$ cat config.mk
export PLATFORM = sky130hd
export DESIGN_NAME = hdmi_i2c_cfg_seq_flat
export DESIGN_NICKNAME = d
export VERILOG_FILES = /design/src/rtl/hdmi_i2c_cfg_seq_if.sv /design/src/rtl/hdmi_i2c_cfg_seq.sv /design/src/flat_wrapper.sv
export SDC_FILE = /design/constraint.sdc
export NUM_CORES = 1
export LEC_CHECK = 0
export BUFFER_PORTS_ARGS = -buffer_cell sky130_fd_sc_hd__buf_4
export CAP_MARGIN = 20
export CORE_MARGIN = 2
export CORE_UTILIZATION = 45
export DETAILED_ROUTE_END_ITERATION = 8
export HOLD_SLACK_MARGIN = 0.06
export PLACE_DENSITY_LB_ADDON = 0.15
export SLEW_MARGIN = 30
export SYNTH_ARGS = -nofsm -noshare
export SYNTH_HDL_FRONTEND = slang
export SYNTH_SLANG_ARGS = --single-unit
$ cat constraint.sdc
create_clock -name clk -period 5.65 [get_ports clk]
set_input_delay 0.2825 -clock clk [delete_from_list [all_inputs] [get_ports clk]]
set_output_delay 0.2825 -clock clk [all_outputs]
set_load 0.01 [all_outputs]
$ cat src/rtl/hdmi_i2c_cfg_seq_if.sv
// rtl/hdmi_i2c_cfg_seq_if.sv - register table and open-drain I2C pin bundle of the HDMI config sequencer
interface hdmi_i2c_cfg_seq_if #(
    parameter int IDX_W = 6
);
    logic [IDX_W-1:0] lut_index;
    logic [15:0]      lut_data;
    logic             scl_oe;
    logic             sda_oe;
    logic             sda_in;

    modport master (output lut_index, output scl_oe, output sda_oe, input lut_data, input sda_in);
    modport slave  (input lut_index, input scl_oe, input sda_oe, output lut_data, output sda_in);
endinterface

$ cat src/rtl/hdmi_i2c_cfg_seq.sv
// rtl/hdmi_i2c_cfg_seq.sv - HDMI transmitter configuration sequencer with built-in I2C write master
module hdmi_i2c_cfg_seq #(
    parameter int         CLK_FREQ   = 50000000,
    parameter int         I2C_FREQ   = 100000,
    parameter logic [7:0] DEV_ADDR   = 8'h72,
    parameter int         NUM_REGS   = 31,
    parameter int         IDX_W      = 6,
    parameter int         MAX_RETRY  = 3,
    parameter bit         AUTO_START = 1'b1
) (
    input  logic               clk,
    input  logic               reset,
    input  logic               start,
    input  logic               hdmi_tx_int,
    hdmi_i2c_cfg_seq_if.master bus,
    output logic               busy,
    output logic               done,
    output logic               error,
    output logic [IDX_W-1:0]   fail_index
);
    localparam int Q  = CLK_FREQ / (4 * I2C_FREQ);
    localparam int QW = $clog2(Q);
    localparam int RW = (MAX_RETRY > 0) ? $clog2(MAX_RETRY + 1) : 1;
    localparam logic [IDX_W-1:0] LAST = IDX_W'(NUM_REGS - 1);

    typedef enum logic [3:0] {IDLE, LOAD, START, SHIFT, ACK, STOP, GAP, DONE, ERR} state_t;

    state_t           state, state_n;
    logic [QW-1:0]    q_cnt;
    logic             tick, run;
    logic [1:0]       ph, ph_n;
    logic [2:0]       bit_cnt, bit_n;
    logic [1:0]       byte_cnt, byte_n;
    logic [23:0]      sr, sr_n;
    logic [IDX_W-1:0] idx, idx_n, fidx_n;
    logic [RW-1:0]    retry, retry_n;
    logic             fail, fail_n, auto_pend, auto_n;
    logic             scl_c, sda_c;

    // The tick counter only runs while a bus phase is active, so every frame starts on a full phase.
    assign run  = state inside {START, SHIFT, ACK, STOP, GAP};
    assign tick = run && (q_cnt == QW'(Q - 1));

    assign bus.lut_index = idx;
    assign bus.scl_oe    = scl_c;
    assign bus.sda_oe    = sda_c;
    assign busy          = !(state inside {IDLE, DONE, ERR});
    assign done          = (state == DONE);
    assign error         = (state == ERR);

    always_ff @(posedge clk) begin
        if (!reset) begin
            state      <= IDLE;
            q_cnt      <= '0;
            ph         <= '0;
            bit_cnt    <= '0;
            byte_cnt   <= '0;
            sr         <= '0;
            idx        <= '0;
            fail_index <= '0;
            retry      <= '0;
            fail       <= 1'b0;
            auto_pend  <= AUTO_START;
        end else begin
            state      <= state_n;
            q_cnt      <= (run && !tick) ? q_cnt + QW'(1) : '0;
            ph         <= ph_n;
            bit_cnt    <= bit_n;
            byte_cnt   <= byte_n;
            sr         <= sr_n;
            idx        <= idx_n;
            fail_index <= fidx_n;
            retry      <= retry_n;
            fail       <= fail_n;
            auto_pend  <= auto_n;
        end
    end

    always_comb begin
        state_n = state;
        ph_n    = tick ? ph + 2'd1 : ph;
        bit_n   = bit_cnt;
        byte_n  = byte_cnt;
        sr_n    = sr;
        idx_n   = idx;
        fidx_n  = fail_index;
        retry_n = retry;
        fail_n  = fail;
        auto_n  = auto_pend;
        scl_c   = 1'b0;
        sda_c   = 1'b0;
        case (state)
            IDLE, DONE, ERR: begin
                if (auto_pend || start || !hdmi_tx_int) begin
                    state_n = LOAD;
                    idx_n   = '0;
                    retry_n = '0;
                    auto_n  = 1'b0;
                end
            end
            LOAD: begin
                sr_n    = {DEV_ADDR, bus.lut_data};
                ph_n    = '0;
                bit_n   = '0;
                byte_n  = '0;
                fail_n  = 1'b0;
                state_n = START;
            end
            START: begin
                // p0 idle, p1 SDA falls under high SCL, p2 SCL low before the first data bit
                scl_c = (ph == 2'd2);
                sda_c = (ph != 2'd0);
                if (tick && ph == 2'd2) begin
                    ph_n    = '0;
                    state_n = SHIFT;
                end
            end
            SHIFT: begin
                scl_c = !ph[1];
                sda_c = !sr[23];
                if (tick && ph == 2'd3) begin
                    sr_n  = {sr[22:0], 1'b0};
                    bit_n = bit_cnt + 3'd1;
                    if (bit_cnt == 3'd7)
                        state_n = ACK;
                end
            end
            ACK: begin
                scl_c = !ph[1];
                if (tick && ph == 2'd2 && bus.sda_in)
                    fail_n = 1'b1;
                if (tick && ph == 2'd3) begin
                    byte_n  = byte_cnt + 2'd1;
                    state_n = (fail || byte_cnt == 2'd2) ? STOP : SHIFT;
                end
            end
            STOP: begin
                scl_c = !ph[1];
                sda_c = (ph != 2'd3);
                if (tick && ph == 2'd3)
                    state_n = GAP;
            end
            GAP: begin
                if (tick && ph == 2'd3) begin
                    if (!fail) begin
                        if (idx == LAST) begin
                            state_n = DONE;
                        end else begin
                            idx_n   = idx + IDX_W'(1);
                            retry_n = '0;
                            state_n = LOAD;
                        end
                    end else if (retry < RW'(MAX_RETRY)) begin
                        retry_n = retry + RW'(1);
                        state_n = LOAD;
                    end else begin
                        fidx_n  = idx;
                        state_n = ERR;
                    end
                end
            end
            default: state_n = IDLE;
        endcase
    end
endmodule

$ cat src/flat_wrapper.sv
// flat-port wrapper written by rule: the top's interface ports become plain ports
module hdmi_i2c_cfg_seq_flat 
#(
    parameter int         CLK_FREQ   = 50000000,
    parameter int         I2C_FREQ   = 100000,
    parameter logic [7:0] DEV_ADDR   = 8'h72,
    parameter int         NUM_REGS   = 31,
    parameter int         IDX_W      = 6,
    parameter int         MAX_RETRY  = 3,
    parameter bit         AUTO_START = 1'b1
)
  (clk, reset, start, hdmi_tx_int, busy, done, error, fail_index, bus_lut_index, bus_scl_oe, bus_sda_oe, bus_lut_data, bus_sda_in);
  hdmi_i2c_cfg_seq_if #(.IDX_W(IDX_W)) bus_i ();
  input  logic clk;
  input  logic reset;
  input  logic start;
  input  logic hdmi_tx_int;
  output logic busy;
  output logic done;
  output logic error;
  output logic [IDX_W-1:0] fail_index;
  output wire logic [$bits(bus_i.lut_index)-1:0] bus_lut_index;
  output wire logic [$bits(bus_i.scl_oe)-1:0] bus_scl_oe;
  output wire logic [$bits(bus_i.sda_oe)-1:0] bus_sda_oe;
  input wire logic [$bits(bus_i.lut_data)-1:0] bus_lut_data;
  input wire logic [$bits(bus_i.sda_in)-1:0] bus_sda_in;
  assign bus_lut_index = bus_i.lut_index;
  assign bus_scl_oe = bus_i.scl_oe;
  assign bus_sda_oe = bus_i.sda_oe;
  assign bus_i.lut_data = bus_lut_data;
  assign bus_i.sda_in = bus_sda_in;
  hdmi_i2c_cfg_seq #(.CLK_FREQ(CLK_FREQ), .I2C_FREQ(I2C_FREQ), .DEV_ADDR(DEV_ADDR), .NUM_REGS(NUM_REGS), .IDX_W(IDX_W), .MAX_RETRY(MAX_RETRY), .AUTO_START(AUTO_START)) u_core (.clk(clk), .reset(reset), .start(start), .hdmi_tx_int(hdmi_tx_int), .bus(bus_i), .busy(busy), .done(done), .error(error), .fail_index(fail_index));
endmodule
==> metrics.txt <==
status finished, final reports clean; I/O pin count 38; initial antenna violation count 0; worst slew pin tran about 0.8 ns; Initial Util 0.462; Primary FF master, synth dfxtp_1; Die Wd 84.3 µm; TritonCTS clock tree done; HP Class in2reg; Root Buffer clkbuf_8; Overall Power 1.33 mW; # hold bufs at CTS 0; CP Capture Type flop; Synth area leader dfxtp_1; vias in the first global route 2334; CP required 5.88 ns; DRT iter0 DRCs 125; CP Buf/Inv Count 0; Die H 84.3 µm; vias 2546; Netlist cell types around 50; Clk Latency, worst-skew pair roughly 0.33 ns; Post-Syn Area per Cell 8.20 µm²; most common cell after layout, fill and taps aside dfxtp_1; number of remaining DRC errors 0; grt met2 use 0.296; H-tree levels 3; Yosys top cell area share 0.400; Final #Nets between 400 and 500; Yosys reg bits 58; Syn Inst Count 354; Peak supply drop 0.000210 V; gpl congestion ~0.81; slowest CP cell a31o_2; post-route cell area 3400 µm²; DP Area 3170 µm²; n_diodes 0; max cap viols 0; Ys Warns 0; layout cells sized above 1 0.161; global route hottest layer met2; most frequent cells in the layout 58 x dfxtp_1, 56 x nand2_1, 43 x nor2_1; met1 usage 0.230; die area 7110 µm²; DR pass1 iterations 4; Placeable Area 6280 µm²; Post-Route WL 6.03 mm; met3 Usage GRT 0.0334; post-route ant nets 0; final hold vios 0; Slew headroom 0.463; postcts setup bufs 0; EDFF count, synth 0; fraction of registers with async set/reset 0; # port buffers 37; Setup Skew between 0.007 and 0.008 ns; CTS Buf Count 9; maximum number of pins on one net before global-route repair 41; Pwr Density 391 nW/µm²; # rows 29; post-detailed-route wirelength per cell 13.1 µm; Pleak 1.33 nW; fin. max-slew vios 0; delay-heaviest family, CP simple AND/OR/NAND/NOR gates; Post-Syn Area 2900 µm²; largest cells by area after synthesis dfxtp_1 40%, nand2_1 7.2%, nor2_1 5.6%; P&R area growth vs syn 17.2%; global-route wire length before repair 10.5 mm; DR vias/cell 5.52; CP Max Fanout 40; Final min period 2.89 ns; CP max stage delay about 0.75 ns; Setup TNS Final 0 ns; clock sinks between 50 and 60; part of the cycle the worst path needs 0.511; Detailed Place HPWL 4.11 mm; RSZ-0062 raised after global routing no; Clock Tree Buf Depth 2; Arr. time, crit path 3.12 ns; Fmax 0.346 GHz; Critical Path, Cell by Cell nor2b_1, and2_1, a31o_2, nor2_1, a311oi_1; crit path launch type flop; post_cts resized 0; clk slew on worst S/H paths 0.07 ns; sequential cell area fraction in the yosys report 0.400; CP Class reg2reg; Overflow after GRT 0; global-route total usage across every layer 0.181; syn_nets 386; final setup violating endpoints 0
## metrics by stage
step	instances	worst slack, ns	hold slack, ns	utilization
finish	461	2.76	0.222	0.542
global route	461	2.47	0.218	0.542
CTS	461	2.79	0.208	0.541
detailed placement	445	2.79	0.436	0.504
global placement	445	2.88	0.436	0.504
floorplan	354	3.66	0.423	-
## cells in the mapped netlist, drive strengths merged, types with 2 or more instances
library cell / n
xor2: 2
and3: 2
nand4: 5
buf: 9
a311oi: 15
a31oi: 2
o2111ai: 4
and2: 3
and4: 2
nor3: 15
ha: 11
a22oi: 2
o31ai: 5
or3: 3
inv: 14
nor2: 43
a21oi: 17
o21ai: 6
dfxtp: 58
nand3b: 2
nor2b: 4
nor3b: 2
nand3: 15
or4: 6
a21boi: 4
clkbuf: 14
nand2: 57
xnor2: 3
mux2i: 14
## flip-flops by register name (all words and copies together), names as in the netlist
name,count
u_core.fail_index,6
u_core.state,4
u_core.q_cnt,7
u_core.sr,24
u_core.retry,2
u_core.ph,2
u_core.auto_pend,1
u_core.bit_cnt,3
u_core.bus.lut_index,6
u_core.byte_cnt,2
u_core.fail,1
## worst paths after layout
path,start,endpoint,slack (ns),cells past startpoint
max reg2reg,u_core.state[1],u_core.sr[5],2.76,5
min,bus_lut_data[14],u_core.sr[14],0.22,3
max,u_core.state[1],u_core.sr[5],2.76,5
min reg2reg,u_core.auto_pend,u_core.auto_pend,0.44,2
## final cells by class
class	count	area, µm²
clock inverters	4	73.8
multi-input cells	259	1590
fillers	616	2880
repair buffers	37	278
inverters	14	52.6
flip-flops and latches	58	1160
well taps	77	96.3
clock buffers	12	155
## per-layer routing
| metal | routed length [µm] | part of all wire |
|---|---|---|
| met1 | 2900 | 0.48 |
| met4 | 81 | 0.013 |
| met2 | 2830 | 0.47 |
| met5 | 0 | 0 |
| met3 | 213 | 0.035 |
## power breakdown
part	switching, mW	internal, mW
Combinational	0.220	0.144
Sequential	0.0549	0.479
Clock	0.162	0.273
## logic make-up (layout without fill, tap and decap cells)
kind of cell             count (synthesis)  count (layout)  synth area share
AO/OA/AOI/OAI                           65              65             0.163
XOR/XNOR                                 5               5            0.0151
adder cells (fa/ha/maj)                 11              11            0.0474
buffers and inverters                   37              67            0.0556
flip-flops                              58              58             0.400
multiplexers                            15              15            0.0522
AND/OR/NAND/NOR                        163             163             0.266
## worst reg2reg max path: stages (launching register included)
cell,delay [ns]
dfxtp_1,0.58
nor2b_1,0.38
and2_1,0.72
a31o_2,0.75
nor2_1,0.09
a311oi_1,0.28
Note: power is estimated with default switching activity, not from simulation.
